## src/rtl/serial_adder_pkg.sv

```systemverilog
// Shared types and helpers for the bit-serial adder sequencer.
package serial_adder_pkg;

  typedef enum logic [1:0] {
    StIdle = 2'd0,
    StRun  = 2'd1,
    StDone = 2'd2
  } state_e;

  // Bit count counter width; never narrower than one bit.
  function automatic int unsigned CNT_W(input int unsigned width);
    int unsigned w;
    w = int'($clog2(width));
    return (w < 1) ? 1 : w;
  endfunction

endpackage

```

## src/rtl/fa_bit.sv

```systemverilog
// Single-bit combinational full adder slice.
module fa_bit (
  input  logic a,
  input  logic b,
  input  logic ci,
  output logic s,
  output logic co
);

  assign s  = a ^ b ^ ci;
  assign co = (a & b) | (a & ci) | (b & ci);

endmodule

```

## src/rtl/serial_adder_ctrl.sv

```systemverilog
// Bit-serial adder: one full-adder slice reused over WIDTH cycles, LSB first.
// Optional subtract mode when SERIAL_ADDER_SUB_EN is defined (adds a 'sub' input).
module serial_adder_ctrl
  import serial_adder_pkg::*;
#(
  parameter int unsigned WIDTH = 4
) (
  input  logic             clk,
  input  logic             rst,
  input  logic             start,
  input  logic [WIDTH-1:0] a,
  input  logic [WIDTH-1:0] b,
  input  logic             cin,
`ifdef SERIAL_ADDER_SUB_EN
  input  logic             sub,
`endif
  output logic [WIDTH-1:0] sum,
  output logic             cout,
  output logic             busy,
  output logic             done
);

  localparam int unsigned CntW = CNT_W(WIDTH);
  localparam logic [CntW-1:0] LastCnt = CntW'(WIDTH - 1);

  state_e            state_q, state_d;
  logic [WIDTH-1:0]  a_sh_q, a_sh_d;
  logic [WIDTH-1:0]  b_sh_q, b_sh_d;
  logic [WIDTH-1:0]  sum_sh_q, sum_sh_d;
  logic [WIDTH-1:0]  sum_q, sum_d;
  logic [CntW-1:0]   count_q, count_d;
  logic              carry_q, carry_d;
  logic              cout_q, cout_d;
  logic              slice_s, slice_co;
  logic [WIDTH-1:0]  b_load;
  logic              carry_load;

`ifdef SERIAL_ADDER_SUB_EN
  // Subtract as a + ~b + 1; cin is ignored in that mode.
  assign b_load     = sub ? ~b : b;
  assign carry_load = sub ? 1'b1 : cin;
`else
  assign b_load     = b;
  assign carry_load = cin;
`endif

  fa_bit u_fa_bit (
    .a  (a_sh_q[0]),
    .b  (b_sh_q[0]),
    .ci (carry_q),
    .s  (slice_s),
    .co (slice_co)
  );

  always_comb begin
    state_d  = state_q;
    a_sh_d   = a_sh_q;
    b_sh_d   = b_sh_q;
    sum_sh_d = sum_sh_q;
    carry_d  = carry_q;
    count_d  = count_q;
    sum_d    = sum_q;
    cout_d   = cout_q;
    case (state_q)
      StIdle: begin
        if (start) begin
          a_sh_d  = a;
          b_sh_d  = b_load;
          carry_d = carry_load;
          count_d = '0;
          state_d = StRun;
        end
      end
      StRun: begin
        a_sh_d   = a_sh_q >> 1;
        b_sh_d   = b_sh_q >> 1;
        sum_sh_d = sum_sh_q >> 1;
        sum_sh_d[WIDTH-1] = slice_s;
        carry_d  = slice_co;
        count_d  = count_q + CntW'(1);
        if (count_q == LastCnt) begin
          sum_d   = sum_sh_d;
          cout_d  = slice_co;
          state_d = StDone;
        end
      end
      StDone:  state_d = StIdle;
      default: state_d = StIdle;
    endcase
  end

  always_ff @(posedge clk) begin
    if (rst) begin
      state_q  <= StIdle;
      a_sh_q   <= '0;
      b_sh_q   <= '0;
      sum_sh_q <= '0;
      carry_q  <= 1'b0;
      count_q  <= '0;
      sum_q    <= '0;
      cout_q   <= 1'b0;
    end else begin
      state_q  <= state_d;
      a_sh_q   <= a_sh_d;
      b_sh_q   <= b_sh_d;
      sum_sh_q <= sum_sh_d;
      carry_q  <= carry_d;
      count_q  <= count_d;
      sum_q    <= sum_d;
      cout_q   <= cout_d;
    end
  end

  assign sum  = sum_q;
  assign cout = cout_q;
  assign busy = (state_q == StRun);
  assign done = (state_q == StDone);

endmodule
```

## config.mk

```make
export PLATFORM = sky130hd
export DESIGN_NAME = serial_adder_ctrl
export DESIGN_NICKNAME = d
export VERILOG_FILES = /design/src/rtl/serial_adder_pkg.sv /design/src/rtl/fa_bit.sv /design/src/rtl/serial_adder_ctrl.sv
export SDC_FILE = /design/constraint.sdc
export NUM_CORES = 1
export LEC_CHECK = 0
export CORE_ASPECT_RATIO = 1.5
export CORE_MARGIN = 10
export CORE_UTILIZATION = 47
export CTS_BUF_LIST = sky130_fd_sc_hd__clkbuf_8
export DETAILED_ROUTE_END_ITERATION = 8
export HOLD_SLACK_MARGIN = 0.1
export MAX_ROUTING_LAYER = met4
export PLACE_DENSITY = 0.77
export SLEW_MARGIN = 10
export SYNTH_ARGS = -nofsm -noshare
export SYNTH_HDL_FRONTEND = slang
export SYNTH_SLANG_ARGS = --single-unit
```

## constraint.sdc

```tcl
create_clock -name clk -period 1.1 [get_ports clk]
set_input_delay 0.165 -clock clk [delete_from_list [all_inputs] [get_ports clk]]
set_output_delay 0.165 -clock clk [all_outputs]
set_load 0.02 [all_outputs]
```

==> results of run 1 <==
==> repair_timing <==
action	in CTS	in global routing
setup endpoints to repair	19	25
gates cloned	1	0
pin swaps	6	9
gates resized for setup	32	18
setup buffers	10	0
==> tightest hold or removal path: cells and delay by family (launching register included) <==
kind               cells  cell delay (ns)
DFF                    1             0.31
and+or+nand+nor        1             0.06
AOI/OAI and AO/OA      1             0.05
==> through the flow <==
step	cell area, um2	worst slack [ns]	instances
after global routing	1368	-0.1275	144
final	1368	-0.08855	144
after CTS	1346	-0.09948	144
after detailed placement	1157	-0.2249	129
after global placement	1157	-0.1827	129
after floorplan	932.1	-0.005718	88
==> flip-flops by register name, indices dropped and copies added (netlist names) <==
signal,flops
a_sh_q,4
b_sh_q,4
sum,4
sum_sh_q,3
count_q,2
state_q,2
carry_q,1
cout,1
==> routing by layer <==
| layer | wire [um] | GRT usage |
|---|---|---|
| met5 | 0 | - |
| met4 | 50 | 0.06434 |
| met3 | 67 | 0.02555 |
| met2 | 1221 | 0.2027 |
| met1 | 905 | 0.1122 |
==> report_power, final <==
| part | total (mW) | switching [mW] | internal [mW] |
|---|---|---|---|
| registers | 0.835 | 0.0325 | 0.803 |
| logic | 0.349 | 0.147 | 0.202 |
| clock network | 0.505 | 0.252 | 0.253 |
==> final cells by class <==
| class | instances | share of cell area |
|---|---|---|
| Clock buffer | 3 | 0.03019 |
| Inverter | 1 | 0.002745 |
| Clock inverter | 1 | 0.003660 |
| Timing Repair Buffer | 35 | 0.2525 |
| Sequential cell | 21 | 0.3120 |
| Multi-Input combinational cell | 62 | 0.3797 |
| Tap cell | 21 | 0.01921 |
==> path summary, 6_finish.rpt <==
kind	slack [ns]	cells after the start	from	to
worst max register to register	-0.09	3	carry_q	sum[3]
worst min-delay path	0.47	2	sum[2]	sum[2]
worst max-delay path	-0.09	3	carry_q	sum[3]
worst min register to register	0.47	2	sum[2]	sum[2]
==> logic make-up (layout without fill, tap and decap cells) <==
family | count (synthesis) | count (layout) | synth area share
and+or+nand+nor | 30 | 30 | 0.1561
DFF | 21 | 21 | 0.4522
AOI/OAI and AO/OA | 18 | 19 | 0.1844
muxes | 11 | 11 | 0.1184
buffers and inverters | 6 | 40 | 0.05383
adders and majority gates | 2 | 2 | 0.03499
==> cells in the final DEF, fill, tap and decap left out, types with 2 or more instances in the layout <==
cell type	Yosys	routed
a211oi_2	8	8
a21oi_1	5	4
a22oi_2	0	2
buf_12	1	2
buf_4	1	8
buf_6	1	8
clkbuf_2	0	4
clkbuf_8	0	3
clkdlybuf4s50_1	0	11
dfxtp_1	21	16
dfxtp_2	0	5
mux2i_1	11	9
mux2i_2	0	2
nand2_1	5	5
nand3_1	5	5
nor2_1	13	12
nor2_2	2	2
o21ba_4	1	2
==> out/metrics.csv, run 1 <==
metric,value,unit
place.gp.congestion,0.6948,
startpoint_type,register,
num_vias,747,
fillerInstances,140,
root_buffer,clkbuf_8,
setup_tns,-0.6690,ns
nets,138,
drt_iter0_markers,7,
antenna_found_initial,0,
cts_tree,yes,
cts_hold_buf,0,
clock-sinks,21,
slew_headroom,0.8273,
synthFlopType,dfxtp_1,
leakage,0.5418,nW
synth_edf_count,0,
seq_area,426.7,um2
finalCritPeriodShare,1.081,
finClkSkew,0.005235,ns
multi_input_area,519.2,um2
seq_area_frac_synth,0.4522,
synth_nets,102,
violations,setup timing,
rsz0062_at_grt,yes,
worst_slew_pin_slew,0.2582,ns
cts.path.max_buffers,2,
ys_warn_count,0,
path_class,reg2reg,
numCtsBuffers,3,
synthTopCellsByCount,"dfxtp_1, nor2_1, mux2i_1",
grt_pass1_vias,815,
crit_path_end_kind,register,
track_usage,0.1138,
path_buf_inv,0,
wl,2.245,mm
antenna_cells,0,
grt_pass1_wl,3.677,mm
die_area,4194,um2
drv_slew,0,
synth_cell_types,24,
status,"complete, but fails checks",
setup_violations,12,
cp_data_arrival_time,1.38,ns
synth_area_leaders,"dfxtp_1, mux2i_1, a211oi_2",
synth_top_area_cell,dfxtp_1,
layout_min_cycle_time,1.189,ns
syn_to_final_growth,47.11,%
avgSynthCellArea,10.56,um2
cp_top_family,adder cells,
drt-pass1-iter-count,4,
ant_nets,0,
start_util,0.5013,
coreArea,1854,um2
yosysMostFrequentCell,dfxtp_1,
path_cells,"fa_2, nand3_1, a21oi_1",
holdWs,0.4685,ns
crit_path_max_incr_delay,0.59,ns
power-per-cell-area,1235,nW/um2
ioPinCount,19,
required,1.29,ns
drive_gt1_frac,0.4472,
yosysTopAreaCellShare,0.4522,
synth-async-reset-ratio,0,
die_h,74.47,um
setup_ws,-0.08855,ns
via_per_inst,5.188,
rows,19,
grt_max_degree,22,
path_max_fanout,2,
clock_latency,0.26,ns
grt.overflow.total,0,
synthCells,88,
hold_viol_final,0,
port_buffers,18,
die_width,56.32,um
postLayoutCoreUtil,0.7375,
ys_ff_latch,21,
htreeDepth,1,
avgRoutedWirePerCell,15.59,um
syn_area,929.6,um2
hp-class,reg2reg,
drcViolationCount,0,
drv_cap,0,
place_hpwl,1.413,mm
power.total,1.689,mW
fmax,841.4,MHz
cp_slowest_cell,fa_2,
vdd_drop_max,985.9,uV
clkTransAtPathRegs,0.07,ns
Power figures use the tool's default switching activity.
==> run 2, diff against run 1 <==
--- a/config.mk
+++ b/config.mk
@@ -5,7 +5,6 @@
 export SDC_FILE = /design/constraint.sdc
 export NUM_CORES = 1
 export LEC_CHECK = 0
-export CORE_ASPECT_RATIO = 1.5
 export CORE_MARGIN = 10
 export CORE_UTILIZATION = 47
 export CTS_BUF_LIST = sky130_fd_sc_hd__clkbuf_8
@@ -13,6 +12,7 @@
 export HOLD_SLACK_MARGIN = 0.1
 export MAX_ROUTING_LAYER = met4
 export PLACE_DENSITY = 0.77
+export SKIP_LAST_GASP = 1
 export SLEW_MARGIN = 10
 export SYNTH_ARGS = -nofsm -noshare
 export SYNTH_HDL_FRONTEND = slang
==> run 2 against run 1 <==
The run still ends with setup timing left. Via count grew 11%. First-iteration DRC count grew to 6.9 times the previous value. Power grew 2.9%. Die area shrank 0.88%. Cell count grew 7.6%. Sequential power grew 0.5%. Critical path depth grew 2. Worst setup slack lost 0.020 ns. Critical path type unchanged.
==> out/metrics.csv, run 2 (same netlist as run 1, synthesis figures left out) <==
metric,value,unit,change
start_util,0.4837,,was 0.5013
required,1.28,ns,was 1.29 ns
drcViolationCount,0,,unchanged
drt-pass1-iter-count,4,,unchanged
startpoint_type,register,,unchanged
htreeDepth,1,,unchanged
wl,2.766,mm,was 2.245 mm
setup_violations,16,,was 12
setup_ws,-0.1084,ns,was -0.08855 ns
grt_util_met3,0.02234,,was 0.02555
placed_area,1165,um2,was 1157 um2
drv_slew,0,,unchanged
fmax,827.6,MHz,was 841.4 MHz
layout_min_cycle_time,1.208,ns,was 1.189 ns
violations,setup timing,,unchanged
num_vias,827,,was 747
rows,16,,was 19
antenna_found_initial,0,,unchanged
comb_power_share,0.220,,was 0.206
mostFrequentLayoutCells,"dfxtp_1, buf_4, clkdlybuf4s50_1",,"was dfxtp_1, nor2_1, clkdlybuf4s50_1"
rsz0062_at_grt,yes,,unchanged
path_class,reg2reg,,unchanged
switching_share,0.2669,,was 0.2553
vdd_drop_max,897.9,uV,was 985.9 uV
grt-busiest-layer,met2,,unchanged
holdWs,0.4665,ns,was 0.4685 ns
preCtsSetupSlack,-0.2241,ns,was -0.2249 ns
fillerInstances,118,,was 140
coreArea,1922,um2,was 1854 um2
ioPinCount,19,,unchanged
finClkSkew,0.008341,ns,was 0.005235 ns
status,"complete, but fails checks",,unchanged
ff2ff_path_depth,5,,was 3
grt_pass1_wl,4.057,mm,was 3.677 mm
worst_slew_pin_slew,0.3160,ns,was 0.2582 ns
port_buffers,18,,unchanged
drive_gt1_frac,0.5313,,was 0.4472
stdcell_count,155,,was 144
seq_area,434.2,um2,was 426.7 um2
avgRoutedWirePerCell,17.85,um,was 15.59 um
p_sw,463.9,uW,was 431.1 uW
die_h,64.48,um,was 74.47 um
r2r-start,state_q[1],,was carry_q
clock-sinks,21,,unchanged
crit_path_end_kind,register,,unchanged
place_hpwl,1.445,mm,was 1.413 mm
power-per-cell-area,1190,nW/um2,was 1235 nW/um2
ant_nets,0,,unchanged
nets,143,,was 138
cp-startpoint,state_q[1],,was carry_q
r2r-end,a_sh_q[2],,was sum[3]
cts_tree,yes,,unchanged
track_usage,0.1219,,was 0.1138
grt.overflow.total,0,,unchanged
grtUsageMet1,0.1274,,was 0.1122
cts_hold_buf,0,,unchanged
die_width,64.48,um,was 56.32 um
cts.path.max_buffers,2,,unchanged
antenna_cells,0,,unchanged
postLayoutCoreUtil,0.7598,,was 0.7375
cp_data_arrival_time,1.39,ns,was 1.38 ns
p_clk_frac,0.297,,was 0.299
drt_iter0_markers,48,,was 7
finalCritPeriodShare,1.099,,was 1.081
dp.cells,135,,was 129
leakage,0.5703,nW,was 0.5418 nW
grt_use_met2,0.2192,,was 0.2027
numCtsBuffers,3,,unchanged
path_max_fanout,8,,was 2
root_buffer,clkbuf_8,,unchanged
slew_headroom,0.7887,,was 0.8273
syn_to_final_growth,57.07,%,was 47.11%
cp-endpoint,a_sh_q[2],,was sum[3]
place.gp.congestion,0.7702,,was 0.6948
seqPwrFrac,0.483,,was 0.495
via_per_inst,5.335,,was 5.188
grt_max_degree,22,,unchanged
multi_input_area,558.0,um2,was 519.2 um2
die_area,4157,um2,was 4194 um2
drv_cap,0,,unchanged
grt_pass1_vias,845,,was 815
internal_power,1.274,mW,was 1.257 mW
clkTransAtPathRegs,0.08,ns,was 0.07 ns
hold_viol_final,0,,unchanged
clock_latency,0.27,ns,was 0.26 ns
hp-class,reg2reg,,unchanged
fin_area,1460,um2,was 1368 um2
layout.cells.most_common,dfxtp_1,,unchanged
reg2reg_slack,-0.11,ns,was -0.09 ns
## run 2: changes by cell type in the layout (fill, tap and decap cells not counted), moves of 2 or more
cell      delta
buf_4        +3
clkbuf_2     +2
dfxtp_1      -2
dfxtp_4      +2
mux2i_2      -2
nor2_1       -5
nor2_2       +6
## run 2: layout make-up
cell class | count | area share
multi-input combinational | 62 | 0.3822
sequential | 21 | 0.2973
timing repair buffer | 40 | 0.2631
clock buffer | 3 | 0.02828
tap | 27 | 0.02314
clock inverter | 1 | 0.003428
inverter | 1 | 0.002571
## run 2: stage by stage
stage | power (mW) | TNS (ns)
3_5_place_dp | 1.098 | -2.490
6_report | 1.738 | -0.8802
2_1_floorplan | 1.014 | -0.005718
3_3_place_gp | 1.088 | -2.082
5_1_grt | 1.801 | -1.642
4_1_cts | 1.676 | -0.7975
## run 2: worst min-delay path by stage
stage | slack, ns | cells after the start | end | startpoint
3_5_place_dp | 0.45 | 2 | sum[1] | sum[1]
2_1_floorplan | 0.23 | 1 | a_sh_q[1] | rst
6_report | 0.47 | 2 | sum[2] | sum[2]
5_1_grt | 0.50 | 2 | cout | cout
3_3_place_gp | 0.44 | 2 | sum[0] | sum[0]
4_1_cts | 0.46 | 2 | sum[0] | sum[0]
## run 2: per-layer routing
metal,vias to the layer above,share of wire
li1,393,-
met1,408,0.41
met2,20,0.54
met3,6,0.022
met4,0,0.023
met5,-,0
## run 2: power groups by stage
stage	Sequential [mW]	Combinational [mW]	Clock, mW
floorplan	0.841	0.173	0
global placement	0.844	0.244	0
detailed placement	0.846	0.252	0
CTS	0.834	0.332	0.510
global route	0.843	0.410	0.549
finish	0.839	0.383	0.516
## run 2: timing repair
action,in CTS,in global routing
resized for setup,36,28
buffers inserted,12,2
hold endpoints to repair,0,0
cloned,1,1
setup endpoints to repair,23,28
pin swaps,14,20
## run 2: critical path, cell delays in order, from the launching register on
cell and delay (ns):
dfxtp_2 0.33, buf_6 0.12, buf_6 0.12, o21ba_4 0.32, nor2_2 0.07, a211oi_2 0.16
==> run 3, diff against run 2 <==
--- a/config.mk
+++ b/config.mk
@@ -13,7 +13,6 @@
 export MAX_ROUTING_LAYER = met4
 export PLACE_DENSITY = 0.77
 export SKIP_LAST_GASP = 1
-export SLEW_MARGIN = 10
 export SYNTH_ARGS = -nofsm -noshare
 export SYNTH_HDL_FRONTEND = slang
 export SYNTH_SLANG_ARGS = --single-unit
==> results of run 3 <==
Same layout as run 2: the final DEF is identical, and so are final timing and power.
